==> src/rtl/seg7_pkg.sv <==
// ============================================================================
// seg7_pkg: shared seven-segment constants, digit encoder and converter states
// Revision: 1.0
// ============================================================================
`default_nettype none

package seg7_pkg;

  localparam int NUM_DIGITS = 8;

  localparam logic [6:0] SEG_BLANK = 7'h7F;
  localparam logic [6:0] SEG_DASH  = 7'h3F;

  typedef enum logic [1:0] {
    B27S_IDLE   = 2'd0,
    B27S_SHIFT  = 2'd1,
    B27S_ENCODE = 2'd2
  } b27s_state_t;

  // Active-low pattern, bit 0 = segment a .. bit 6 = segment g
  function automatic logic [6:0] seg7_digit(input logic [3:0] digit);
    logic [6:0] pat;
    case (digit)
      4'd0:    pat = 7'h40;
      4'd1:    pat = 7'h79;
      4'd2:    pat = 7'h24;
      4'd3:    pat = 7'h30;
      4'd4:    pat = 7'h19;
      4'd5:    pat = 7'h12;
      4'd6:    pat = 7'h02;
      4'd7:    pat = 7'h78;
      4'd8:    pat = 7'h00;
      4'd9:    pat = 7'h10;
      default: pat = SEG_BLANK;
    endcase
    return pat;
  endfunction

endpackage

`default_nettype wire

==> src/rtl/bin_to_7segs.sv <==
// ============================================================================
// bin_to_7segs: sequential double-dabble binary-to-BCD converter feeding eight
// active-low seven-segment patterns with leading-zero blanking and overflow.
// Revision: 1.0
// ============================================================================
`default_nettype none

module bin_to_7segs
  import seg7_pkg::*;
#(
  parameter int WIDTH = 27
) (
  input  logic             clk,
  input  logic             rst,
  input  logic             start,
  input  logic [WIDTH-1:0] value,
  output logic             ready,
  output logic             done,
  output logic [6:0]       segs_7seg [NUM_DIGITS]
);

  localparam logic [4:0] CNT_LAST = 5'(WIDTH - 1);

  b27s_state_t      state_q, state_d;
  logic [WIDTH-1:0] bin_q,   bin_d;
  logic [31:0]      bcd_q,   bcd_d;
  logic [4:0]       cnt_q,   cnt_d;
  logic             ovf_q,   ovf_d;
  logic             done_q,  done_d;
  logic [6:0]       segs_q [NUM_DIGITS];
  logic [6:0]       segs_d [NUM_DIGITS];

  logic             w_ovf;
  logic [31:0]      w_bcd_adj;
  logic [6:0]       w_segs_enc [NUM_DIGITS];

  // Only a 27-bit operand can exceed the eight-digit range
  generate
    if (WIDTH == 27) begin : g_ovf_w27
      assign w_ovf = (value > 27'd99_999_999);
    end else begin : g_ovf_none
      assign w_ovf = 1'b0;
    end
  endgenerate

  always_comb begin
    w_bcd_adj = bcd_q;
    for (int n = 0; n < NUM_DIGITS; n++) begin
      if (bcd_q[n*4 +: 4] >= 4'd5) begin
        w_bcd_adj[n*4 +: 4] = bcd_q[n*4 +: 4] + 4'd3;
      end
    end
  end

  // Scan from the top digit; blanking stops at the first nonzero digit
  always_comb begin : enc
    logic lead;
    lead = 1'b1;
    for (int n = NUM_DIGITS - 1; n >= 0; n--) begin
      if (ovf_q) begin
        w_segs_enc[n] = SEG_DASH;
      end else if (lead && (n != 0) && (bcd_q[n*4 +: 4] == 4'd0)) begin
        w_segs_enc[n] = SEG_BLANK;
      end else begin
        w_segs_enc[n] = seg7_digit(bcd_q[n*4 +: 4]);
        lead = 1'b0;
      end
    end
  end

  always_comb begin
    state_d = state_q;
    bin_d   = bin_q;
    bcd_d   = bcd_q;
    cnt_d   = cnt_q;
    ovf_d   = ovf_q;
    done_d  = 1'b0;
    segs_d  = segs_q;
    case (state_q)
      B27S_IDLE: begin
        if (start) begin
          bin_d   = value;
          bcd_d   = '0;
          ovf_d   = w_ovf;
          cnt_d   = '0;
          state_d = B27S_SHIFT;
        end
      end
      B27S_SHIFT: begin
        bcd_d = (w_bcd_adj << 1) | {31'd0, bin_q[WIDTH-1]};
        bin_d = bin_q << 1;
        cnt_d = cnt_q + 5'd1;
        if (cnt_q == CNT_LAST) begin
          state_d = B27S_ENCODE;
        end
      end
      B27S_ENCODE: begin
        segs_d  = w_segs_enc;
        done_d  = 1'b1;
        state_d = B27S_IDLE;
      end
      default: state_d = B27S_IDLE;
    endcase
  end

  always_ff @(posedge clk) begin
    if (rst) begin
      state_q <= B27S_IDLE;
      bin_q   <= '0;
      bcd_q   <= '0;
      cnt_q   <= '0;
      ovf_q   <= 1'b0;
      done_q  <= 1'b0;
      for (int n = 0; n < NUM_DIGITS; n++) begin
        segs_q[n] <= SEG_BLANK;
      end
    end else begin
      state_q <= state_d;
      bin_q   <= bin_d;
      bcd_q   <= bcd_d;
      cnt_q   <= cnt_d;
      ovf_q   <= ovf_d;
      done_q  <= done_d;
      segs_q  <= segs_d;
    end
  end

  assign ready     = (state_q == B27S_IDLE);
  assign done      = done_q;
  assign segs_7seg = segs_q;

endmodule

`default_nettype wire

==> config.mk <==
export PLATFORM = sky130hd
export DESIGN_NAME = bin_to_7segs
export DESIGN_NICKNAME = d
export VERILOG_FILES = /design/src/rtl/seg7_pkg.sv /design/src/rtl/bin_to_7segs.sv
export SDC_FILE = /design/constraint.sdc
export NUM_CORES = 1
export LEC_CHECK = 0
export ABC_AREA = 1
export ABC_CLOCK_PERIOD_IN_PS = 2100
export BUFFER_PORTS_ARGS = -buffer_cell sky130_fd_sc_hd__buf_2
export CAP_MARGIN = 20
export CORE_ASPECT_RATIO = 0.75
export CORE_UTILIZATION = 40
export CTS_CLUSTER_DIAMETER = 50
export DETAILED_ROUTE_END_ITERATION = 12
export REMOVE_ABC_BUFFERS = 1
export SLEW_MARGIN = 20
export SYNTH_ARGS = -nofsm -noshare
export SYNTH_HDL_FRONTEND = slang
export SYNTH_SLANG_ARGS = --single-unit
==> constraint.sdc <==
create_clock -name clk -period 2.1 [get_ports clk]
set_input_delay 0.42 -clock clk [delete_from_list [all_inputs] [get_ports clk]]
set_output_delay 0.42 -clock clk [all_outputs]
set_load 0.03 [all_outputs]
==> parameters.txt <==
Parameter                              Value

Run status
  Run status    finished clean

Final layout
  Post-synthesis to final-layout area growth    21.0%
  Layout cells sized above 1    23.1%
  Antenna diode instance count    0
  Final std cells w/o fill    1,478
  # nets final    1,301

Route
  Number of iterations in the first detailed-routing pass    5
  Post-DR vias/cell    4.89
  Total wire length after detailed routing    19,500 um
  Via count of the routed design    7,224
  # DRC    0
  Drt first-iter violations    468
  Number of nets with antenna violations after detailed routing    0
  Average routed wire per standard cell    13.2 um

Timing
  Final-report hold violation count    0
  Post-route setup TNS    0 ps
  Final setup fails    0
  Worst slew margin relative to its limit    70.0%
  Portion of the clock cycle consumed by the worst path in the final layout    94.0%
  Post-layout min period    1970 ps
  Max Freq    0.506 GHz
  Final max-slew violation count    0
  Largest clock skew in the final design    8.74 ps
  Hold Slack    272 ps
  Slew at the pin closest to its max-slew limit    446 ps

Setup path
  Category of the worst setup path capture point    flip-flop
  Arrival time at the worst endpoint    2330 ps
  Worst setup SP type    flip-flop
  Top fanout value on the critical path    6
  Type of the setup path with the least slack    reg2reg
  Data required time at the worst endpoint    2450 ps

Synth
  Number of distinct library cell variants in the gate-level netlist after synthesis    36
  Post-Syn Instances    1,086
  Library cell with the largest summed area after synthesis    dfxtp_1
  Cell with the most instances after synthesis    nand2_1
  Post-synth top cells    308 x nand2_1, 180 x dfxtp_1, 117 x inv_1
  Synthesized cell area    8310 um^2
  Count of flip-flops with a built-in enable after synthesis    0
  Leading post-synthesis cells by cell area    dfxtp_1 43%, nand2_1 14%, ha_1 9.6%
  Fraction of registers with async set or reset after synthesis    0%
  Synthesis-stage register bit count    180
  Most used DFF post-synth    dfxtp_1
  Mean Syn Cell Area    7.65 um^2
  Fraction of post-synthesis cell area in the top cell type by area    43.4%
  Fraction of the yosys area taken by sequential cells    43.4%
  Warnings from Yosys    0

Clocking
  CTS Buf Count    17
  CTS H-Tree Depth    4
  CTS Hold Bufs    0
  Clock transition time at the flip-flop clock pins of the worst setup and hold paths    70 ps
  Deepest clock path buffer count    2
  Number of clock sinks seen by CTS    180
  Cell chosen for the clock root    clkbuf_16
  Clock insertion delay at the later pin of the skew report    420 ps
  CTS tree    built

Die
  I/O pin total    88
  Die H    127 um
  FP Rows    45
  Width of the die    168 um
  Area enclosed by the die boundary    21,400 um^2
  Core Footprint    20,300 um^2
  Initial core utilization    41.0%

Global route
  Number of antenna violations at the first check in global routing    0
  Total congestion overflow    0
  Via count of the first global-routing pass    6,492
  Maximum number of pins on one net before global-route repair    57
  GRT Overall Usage    18.5%
  Global-route wire length before repair    31,900 um

Placement
  DP Wirelength    13,500 um
  Placed Cells    1,439
  Last weighted congestion value of the routability-driven placer    0.837
  Quantity of I/O buffers inserted on ports    87

Min path
  Hold/Removal Path Class    in2reg

Pwr
  PwrDens    697 nW/um^2
  Peak supply drop    536 uV
  Leakage    4.75 nW

Job
  Number of max-cap violations    0
## placed cells by master (no fill, tap or decap), types with 6 or more instances in the layout
cell type  instances
a21oi_1           51
a221oi_1           7
a22oi_1           15
a31oi_1            9
a32oi_1            6
buf_2             87
buf_4             44
clkbuf_16         17
dfxtp_1          169
dfxtp_2           11
ha_1              60
inv_1             96
inv_2             34
nand2_1          290
nand2_2           20
nand3_1           28
nand4_1            6
nor2_1            58
nor2_2            11
o21ai_0           57
o21ai_1           28
o21ai_2           19
o22ai_1           31
o31ai_1            6
xnor2_1            6
xor2_1             7
## critical path: stages (launching register included)
cell and delay [ps]:
dfxtp_2 350, inv_1 90, ha_2 210, nand3_2 90, nand2_2 90, inv_2 50, a21oi_2 100, o21ai_1 70
o21ai_1 120, nand2_2 150, buf_6 150, ha_1 180, nand2_1 80, nand2_1 60, o21ai_0 120
## final cells by class
cell class | instances | area, um^2
fillers | 1974 | 10200
multi-input cells | 740 | 4190
flip-flops and latches | 180 | 3620
repair buffers | 137 | 868
inverters | 131 | 494
clock buffers | 22 | 484
well taps | 258 | 323
clock inverters | 10 | 75.1
## cells by family (layout without fill, tap and decap cells)
family	after synthesis	after routing	synth area share, %
simple gates	422	422	20.3
compound gates	241	241	17.4
flops	180	180	43.4
buf+inv	166	300	7.89
fa+ha+maj	64	64	9.64
xor+xnor	13	13	1.37
## through the flow
stage / utilization (%) / worst slack [ps] / cell area (um^2) / total power [mW]
2_1_floorplan: - / -1010 / 8140 / 3.81
3_3_place_gp: 45.8 / 53.4 / 9280 / 4.06
3_5_place_dp: 45.8 / -12.0 / 9280 / 4.06
4_1_cts: 48.5 / 17.9 / 9840 / 7.07
5_1_grt: 49.6 / -57.1 / 10000 / 7.28
6_report: 49.6 / 126 / 10000 / 7.00
## path summary, 6_finish.rpt
check                    startpoint                    endpoint  slack [ps]  depth (start not counted)
max          bcd_q[16]$_SDFFE_PP0P_                   flip-flop         130                         14
min                       value[24]      bin_q[24]$_SDFFE_PP0P_         270                          3
max reg2reg  bcd_q[16]$_SDFFE_PP0P_                   flip-flop         130                         14
min reg2reg               flip-flop  segs_7seg[55]$_SDFFE_PP1P_         440                          2
## timing repair
| item | 4_1_cts | 5_1_grt |
|---|---|---|
| hold endpoints to repair | 0 | 0 |
| endpoints found under the setup margin | 1 | 60 |
| resized for setup | 1 | 77 |
| buffers inserted | 0 | 7 |
| pin swaps | 0 | 3 |
## routing by layer
layer	wire (um)	track usage, %	up-vias
met5	0	0	-
met4	138	4.33	0
met3	782	3.87	11
met2	8150	27.7	128
met1	10400	26.9	3296
li1	-	-	3789
## power by group
group / switching (mW) / total, mW / leakage, nW / internal (mW)
registers: 0.0293 / 3.50 / 1.46 / 3.47
clock network: 1.35 / 3.00 / 0.265 / 1.65
logic: 0.335 / 0.502 / 3.02 / 0.168
(Power assumes the default switching activity.)
